File: config.mk
export PLATFORM = sky130hd
export DESIGN_NAME = pc_fetch_ctrl
export DESIGN_NICKNAME = d
export VERILOG_FILES = /design/src/rtl/pc_fetch_ctrl.sv
export SDC_FILE = /design/constraint.sdc
export NUM_CORES = 1
export LEC_CHECK = 0
export CAP_MARGIN = 25
export CORE_MARGIN = 2
export CORE_UTILIZATION = 42
export CTS_BUF_LIST = sky130_fd_sc_hd__clkbuf_8
export DETAILED_ROUTE_END_ITERATION = 10
export GPL_TIMING_DRIVEN = 1
export PLACE_DENSITY_LB_ADDON = 0.3
export REMOVE_ABC_BUFFERS = 1
export SLEW_MARGIN = 0
export SYNTH_ARGS = -nofsm -noshare
export SYNTH_HDL_FRONTEND = slang
export SYNTH_SLANG_ARGS = --single-unit
File: constraint.sdc
create_clock -name clk -period 3.25 [get_ports clk]
set_clock_uncertainty 0.05 [all_clocks]
set_input_delay 0.975 -clock clk [delete_from_list [all_inputs] [get_ports clk]]
set_output_delay 0.975 -clock clk [all_outputs]
set_load 0.05 [all_outputs]
File: src/rtl/pc_fetch_ctrl.sv
// pc_fetch_ctrl: fetch PC register and request FSM (BOOT/FETCH/HOLD) with trap/redirect/stall priority.
// Optional macro PC_MISALIGN_TRAP_EN turns misaligned redirect targets into traps and pulses misalign_o.
`default_nettype none

module pc_fetch_ctrl #(
  parameter logic [31:0] RESET_VECTOR = 32'h0000_0000,
  parameter logic [31:0] TRAP_VECTOR  = 32'h0000_0100
) (
  input  logic        clk,
  input  logic        rst_n,
  input  logic [31:0] pc_plus4_i,
  input  logic        stall_i,
  input  logic        redirect_valid_i,
  input  logic [31:0] redirect_target_i,
  input  logic        trap_i,
  input  logic        imem_ready_i,
  output logic [31:0] pc_o,
  output logic        imem_req_o,
  output logic        pc_valid_o,
  output logic        misalign_o
);

  typedef enum logic [1:0] {
    BOOT  = 2'd0,
    FETCH = 2'd1,
    HOLD  = 2'd2
  } state_t;

  state_t state;
  logic   target_bad;

`ifdef PC_MISALIGN_TRAP_EN
  assign target_bad = |redirect_target_i[1:0];
`else
  assign target_bad = 1'b0;
`endif

  assign pc_valid_o = (state == FETCH) & imem_ready_i & ~stall_i & ~redirect_valid_i & ~trap_i;

  always_ff @(posedge clk or negedge rst_n) begin
    if (!rst_n) begin
      state      <= BOOT;
      pc_o       <= RESET_VECTOR;
      imem_req_o <= 1'b0;
      misalign_o <= 1'b0;
    end else begin
      misalign_o <= 1'b0;
      case (state)
        BOOT: begin
          state      <= FETCH;
          imem_req_o <= 1'b1;
        end
        FETCH, HOLD: begin
          if (trap_i) begin
            pc_o       <= TRAP_VECTOR;
            state      <= FETCH;
            imem_req_o <= 1'b1;
          end else if (redirect_valid_i) begin
            if (target_bad) begin
              pc_o       <= TRAP_VECTOR;
              misalign_o <= 1'b1;
            end else begin
              pc_o <= redirect_target_i & 32'hFFFF_FFFC;
            end
            state      <= FETCH;
            imem_req_o <= 1'b1;
          end else if (stall_i) begin
            state      <= HOLD;
            imem_req_o <= 1'b0;
          end else begin
            // Leaving HOLD reissues the same PC; only an accepted fetch advances it.
            if (state == FETCH && imem_ready_i) begin
              pc_o <= pc_plus4_i & 32'hFFFF_FFFC;
            end
            state      <= FETCH;
            imem_req_o <= 1'b1;
          end
        end
        default: begin
          state      <= BOOT;
          imem_req_o <= 1'b0;
        end
      endcase
    end
  end

endmodule

`default_nettype wire

Word level (Yosys, flattened, before mapping)
Index checks and enable logic that the tools add are counted.
Word-level totals
  flip-flop bits (word level): 35
  input bits: 70
  output and inout bits: 35
  word-level logic and storage cells: 30
Cells by class
  eq/ne operators: 3
  muxes and demuxes: 12
  bitwise gates (word level): 7
  reduce and logical (&&, ||, !) cells: 5
Operator list (number)
  $mux 32: 4
  $mux 2: 3
  $and 1x1->1: 4
  $pmux 2 s2: 1
  $mux 1: 3
  $ne 3x1->1 const B: 1
  $not 1->1: 3
  $reduce_and 3->1: 1
  $reduce_bool 3->1: 1
  $eq 2x1->1 const B: 1
  $eq 2x2->1 const B: 1
  $logic_not 2->1: 1
  $pmux 1 s2: 1
  $reduce_or 2->1: 1
  $logic_and 1x1->1: 1

Longest topological paths before layout
  word-level depth: 6
  mapped depth: 6
  mapped depth without buffers: 5

Least setup slack after synthesis
Ideal clock, no wire load.
  path type: input to output
  start: input trap_i
  end: output pc_valid_o
  arrival: 2.504 ns
  required time: 2.225 ns
  path slack: -0.279 ns
  stages on the path: 3
  buffers on the path: 2
  cells stage by stage: clkbuf_2 buf_1 nor3b_1
On the way
  word-level cells in the longest chain between the ends: 2
Ends and longest elaborated chain
  from (decl): line 15  | input logic trap_i,
  $not 1->1: line 38  | assign pc_valid_o = (state == FETCH) & imem_ready_i & ~stall_i & ~redirect_valid_i & ~trap_i;
  $and 1x1->1: line 38
  to (decl): line 19  | output logic pc_valid_o,
No other way between the ends.

Worst setup path after layout
  start: input stall_i
  end: output pc_valid_o
On the way
  word-level cells in the longest chain between the ends: 4
Ends and longest elaborated chain
  from (decl): line 12  | input logic stall_i,
  $not 1->1: line 38
  $and 1x1->1 (3 in a row): line 38
No other way between the ends.

==> results.sh <==
export IMPL_die_height_um=69.4
export IMPL_sequential_cell_area_um2=826
export IMPL_detailedRoute_firstPassIterationCount=4
export IMPL_antenna_cells=0
export IMPL_period_needed_ns=3.17
export IMPL_worstSetupEndpointType="output port"
export IMPL_design_die_area_um2=4810
export IMPL_drt_drc_violations_left=0
export IMPL_htree_levels=2
export IMPL_post_route_clock_period_utilization_pct=97.6
export IMPL_max_slew_margin_pct=64.4
export IMPL_cts_buffers_inserted=5
export IMPL_setup_total_negative_slack_ns=0
export IMPL_die_width_um=69.4
export IMPL_worstSkewPairLatency_ns=0.28
export IMPL_synth_seq_cells=33
export IMPL_finalNetCount=322
export IMPL_ioPinCount=105
export IMPL_port_buffers=97
export IMPL_layout_drive_gt1_share_pct=18.9
export IMPL_final_fill_count=319
export IMPL_avgSynthCellArea_um2=11.9
export IMPL_vias=1427
export IMPL_synthDistinctLibCells=20
export IMPL_tritoncts_clock_tree="done"
export IMPL_worst_slew_pin_slew_ns=0.533
export IMPL_r2r_setup_slack_ns=1.30
export IMPL_reg2reg_to="pc_o[31]"
export IMPL_ant_nets=0
export IMPL_static_leakage_power_nw=1.31
export IMPL_grt_start_max_net_pins=34
export IMPL_reg2regPathDepth=6
export IMPL_postCtsResizedCells=0
export IMPL_number_of_endpoints_with_negative_hold_slack_in_the_final_report=0
export IMPL_run_status="finished, final reports clean"
export IMPL_grt_ovfl_total=0
export IMPL_clock_root_buffer="sky130_fd_sc_hd__clkbuf_8"
export IMPL_clock_sink_count=33
export IMPL_path_clk_slew_ns=0.06
export IMPL_antenna_found_initial=0
export IMPL_vdd_drop_max_v=0.000498
export IMPL_path_max_fanout=2
export IMPL_rsz0062_at_grt="false"
export IMPL_synth_sequential_area_ratio_pct=46.0
export IMPL_postCtsHoldBufs=0
export IMPL_critical_path_class="in2out"
export IMPL_hold_slack_ns=0.454
export IMPL_groute_usage_overall_pct=17.9
export IMPL_count_of_pins_over_their_slew_limit=0
export IMPL_power_per_standard_cell_area_nw_per_um2=833
export IMPL_post_cts_setup_buffer_count=0
export IMPL_clock_tree_buffer_depth=2
export IMPL_hpwl_mm=2.92
export IMPL_place_gp_congestion=0.739
export IMPL_report_final_setup_viol=0
export IMPL_fmaxAchievable_ghz=0.315
export IMPL_hold_class="reg2reg"
export IMPL_worstSetupStartpointType="input pin"
export IMPL_min_delay_startpoint="pc_o[22]"
export IMPL_netlist_instances=151
export IMPL_yosysWarnings=0
export IMPL_drt_wirelength_per_cell_um=13.1
export IMPL_r2r_start="state[0]"
export IMPL_grt_pass1_wl_mm=6.94
export IMPL_core_area_um2=4060
export IMPL_drv_max_cap_violation_count=0
export IMPL_post_drt_via_cell_ratio=4.77
export IMPL_first_global_vias=1507
export IMPL_multi_input_comb_area_um2=868
export IMPL_crit_arrival_ns=2.15
export IMPL_min_delay_worst_endpoint="pc_o[22]"
export IMPL_timing_hold_worst_path_depth=1
export IMPL_core_rowCount=23
export IMPL_drt_total_wl_mm=3.92
export IMPL_synthToLayoutAreaGrowth_pct=60.0
export IMPL_initial_detailed_routing_violation_count=34
export IMPL_worst_endpoint_required_ns=2.22
export IMPL_synth_area_um2=1790
export IMPL_start_util_pct=44.2
-- synth_stat cells --
cell / instances / area (µm²)
sky130_fd_sc_hd__a211o_1: 1 / 8.76
sky130_fd_sc_hd__a21oi_1: 1 / 5.00
sky130_fd_sc_hd__and3b_2: 1 / 10.0
sky130_fd_sc_hd__buf_1: 1 / 3.75
sky130_fd_sc_hd__buf_2: 1 / 5.00
sky130_fd_sc_hd__buf_4: 6 / 45.0
sky130_fd_sc_hd__buf_6: 3 / 33.8
sky130_fd_sc_hd__clkbuf_1: 2 / 7.51
sky130_fd_sc_hd__clkbuf_2: 1 / 5.00
sky130_fd_sc_hd__conb_1: 1 / 3.75
sky130_fd_sc_hd__dfrtp_1: 33 / 826
sky130_fd_sc_hd__ha_1: 3 / 37.5
sky130_fd_sc_hd__inv_1: 2 / 7.51
sky130_fd_sc_hd__mux2_2: 30 / 338
sky130_fd_sc_hd__mux2i_1: 29 / 290
sky130_fd_sc_hd__nor2_1: 31 / 116
sky130_fd_sc_hd__nor2b_1: 1 / 6.26
sky130_fd_sc_hd__nor3b_1: 2 / 15.0
sky130_fd_sc_hd__o31ai_4: 1 / 21.3
sky130_fd_sc_hd__or3b_2: 1 / 8.76
-- cell type report --
cell class / count / area share (%)
timing repair buffer: 103 / 35.6
multi-input combinational: 104 / 30.2
sequential: 33 / 28.8
clock buffer: 6 / 2.88
tap: 50 / 2.18
inverter: 2 / 0.261
clock inverter: 1 / 0.131
-- placed cells by master (no fill, tap or decap) --
| master | instances |
|---|---|
| sky130_fd_sc_hd__clkdlybuf4s50_1 | 95 |
| sky130_fd_sc_hd__dfrtp_1 | 33 |
| sky130_fd_sc_hd__nor2_1 | 31 |
| sky130_fd_sc_hd__mux2_2 | 30 |
| sky130_fd_sc_hd__mux2i_1 | 29 |
| sky130_fd_sc_hd__clkbuf_8 | 6 |
| sky130_fd_sc_hd__buf_4 | 6 |
| sky130_fd_sc_hd__inv_1 | 3 |
| sky130_fd_sc_hd__ha_1 | 3 |
| sky130_fd_sc_hd__conb_1 | 3 |
| sky130_fd_sc_hd__nor3b_1 | 2 |
| sky130_fd_sc_hd__or3b_2 | 1 |
| sky130_fd_sc_hd__a21oi_1 | 1 |
| sky130_fd_sc_hd__and3b_2 | 1 |
| sky130_fd_sc_hd__o31ai_4 | 1 |
| sky130_fd_sc_hd__nor2b_1 | 1 |
| sky130_fd_sc_hd__a211o_1 | 1 |
| sky130_fd_sc_hd__buf_2 | 1 |
| sky130_fd_sc_hd__buf_12 | 1 |
-- critical path: stages --
cell and delay (ns):
sky130_fd_sc_hd__clkdlybuf4s50_1 0.41, sky130_fd_sc_hd__and3b_2 0.24, sky130_fd_sc_hd__nor3b_1 0.34, sky130_fd_sc_hd__buf_12 0.19
-- layer usage --
| metal | vias up | track usage (%) | wire length [µm] |
|---|---|---|---|
| met5 | - | 0 | 0 |
| met4 | 0 | 5.88 | 51 |
| met3 | 6 | 7.99 | 413 |
| met2 | 74 | 28.2 | 1710 |
| met1 | 645 | 21.8 | 1740 |
| li1 | 702 | - | - |
-- how the worst max path moves through the flow --
stage	end	start	cells after the start	slack [ns]
final	pc_valid_o	stall_i	4	0.08
after global routing	pc_valid_o	stall_i	4	0.02
after CTS	pc_valid_o	stall_i	4	0.07
after detailed placement	pc_valid_o	stall_i	4	0.07
after global placement	pc_valid_o	stall_i	4	0.10
after floorplan	pc_valid_o	stall_i	2	-0.17
-- registers in the layout, indices dropped and copies added, names as in the netlist --
| signal | count |
|---|---|
| state | 2 |
| pc_o | 30 |
| imem_req_o | 1 |
-- where the power goes --
group	total [W]	switching, W	leakage, nW	internal, W
clock network	0.000300	0.000136	0.0485	0.000165
registers	0.000664	0.0000822	0.419	0.000582
logic	0.00143	0.000858	0.842	0.000570
-- stage by stage --
stage	utilization, %	area, µm²	std cells	total power, W	setup slack [ns]
finish	70.8	2870	299	0.00239	0.0784
global route	70.8	2870	299	0.00251	0.0177
CTS	70.8	2870	299	0.00242	0.0651
detailed placement	68.6	2790	292	0.00211	0.0719
global placement	68.6	2790	292	0.00209	0.102
floorplan	-	1700	139	0.00158	-0.166
-- logic make-up after synthesis --
logic type                 count (synthesis)  share of synthesized area, %
adders and majority gates                  3                          2.09
and+or+nand+nor                           36                          8.72
other                                      1                         0.209
muxes                                     59                          35.0
buffers and inverters                     16                          6.00
AOI/OAI and AO/OA                          3                          1.95
DFF                                       33                          46.0
(Power assumes the default switching activity.)
==> edit: new RTL, same settings <==
The 3 states of `state_t` get a one-hot encoding in 3 bits.
--- a/src/rtl/pc_fetch_ctrl.sv
+++ b/src/rtl/pc_fetch_ctrl.sv
@@ -21,8 +21,8 @@
 );
 
-  typedef enum logic [1:0] {
-    BOOT  = 2'd0,
-    FETCH = 2'd1,
-    HOLD  = 2'd2
+  typedef enum logic [2:0] {
+    BOOT  = 3'b001,
+    FETCH = 3'b010,
+    HOLD  = 3'b100
   } state_t;
 
Behaviour: no difference found for any inputs over 10 cycles, from zero or initial values and one cycle with rst_n low; not proved beyond that.
==> edit against the unedited design <==
Clock power rose by 3%; register-to-register slack gained 0.20 ns; via count rose by 2.7%; sequential cell count is 1 higher; cell count is 1.7% higher; die area rose by 1.6%; wire length grew 4.6%; count of clock-buffer cells in the layout unchanged; area after synthesis rose by 1.7%; worst setup slack improved by 0.12 ns; core utilization is 1.2 points higher; total power is essentially flat; final area rose by 2.4%; combinational power is 3% lower; critical endpoint unchanged.
==> edit: results (changes against the unedited design) <==
fraction of standard cell area that is sequential=29.0% (+0.23 points); DP Worst Slack=0.189 ns (+0.117 ns); clk tree area frac=3.11% (+0.10 points); hpwl dp=3110 um (+6.6%); DR vias=1466 (+2.7%); post-place instance area=2850 sq um (+2.2%); final net count=323 (+0.31%); R2R setup slack=1.50 ns (+0.20 ns); Worst R2R End=pc_o[7]; Signal inverters=0 (-2); wire length on met1=1660 um (-4.5%); Util after Layout=71.9% (+1.2 points); sequential area share after synthesis=46.7% (+0.68 points); Worst EP arrival=2.03 ns (-0.12 ns); status=completed; HP Start=pc_o[12]; worst vdd ir=0.502 mV (+0.86%); sequential cell area=852 sq um (+3.2%); met1 Track Usage GR=20.9% (-0.83 points); met2 usage=31.5% (+3.3 points); M3 GR Usage=4.76% (-3.2 points); Syn Area/Cell=11.8 sq um (-0.31%); Pleak=1.36 nW (+3.7%); largest net degree at the start of global routing=35 (+2.9%); Top Registers=pc_o (30), state (3), imem_req_o (1); hold_ws=0.453 ns (-0.000121 ns); first-pass GRT wire length=6920 um (-0.30%); multi-input logic portion of the cell area=30.6% (+0.37 points); layout cell share with drive strength beyond 1=19.3% (+0.42 points); ratio of final minimum period to clock period=94.0% (-3.5 points); Via density=4.82 (+1.0%); commonest cells in the netlist=dfrtp_1 (33), nor2_1 (30), mux2i_1 (29); Critical Path Max Stage Delay=0.45 ns (+0.04 ns); Synth area leaders=dfrtp_1 (45%), mux2i_1 (16%), mux2_2 (12%), mux2_4 (8.2%), nor2_1 (6.2%); DR iter-0 viols=40 (+18%); metal3 WL=215 um (-48%); Distinct cells, synth=26 (+30%); Slew HR=64.8% (+0.46 points); # placed instances=296 (+1.4%); Non-clock buffer share=35.2% (-0.39 points); GP Congestion=0.751 (+1.6%)
==> edit: changes by cell type in the layout (fill, tap and decap cells not counted), moves of 2 or more <==
| cell | before | now |
|---|---|---|
| mux2_2 | 30 | 19 |
| mux2_4 | 0 | 10 |
| inv_1 | 3 | 1 |
| ha_1 | 3 | 0 |
| o21ai_0 | 0 | 2 |
| nand2_1 | 0 | 2 |
| or2_2 | 0 | 2 |
==> edit: where the power goes <==
| group | internal (mW) | total, mW | switching (mW) |
|---|---|---|---|
| clock network | 0.168 | 0.309 | 0.141 |
| logic | 0.591 | 1.39 | 0.802 |
| registers | 0.598 | 0.691 | 0.0931 |
==> edit: kinds of logic (layout without fill, tap and decap cells) <==
logic type             after synthesis  count (layout)  share of synthesized area (%)
multiplexers                        58              58                           35.9
buffers and inverters               13             111                           4.39
AND/OR/NAND/NOR                     40              40                           9.60
other                                1               3                          0.206
flip-flops                          34              34                           46.7
XOR/XNOR                             2               2                          0.960
AO/OA/AOI/OAI                        6               6                           2.26
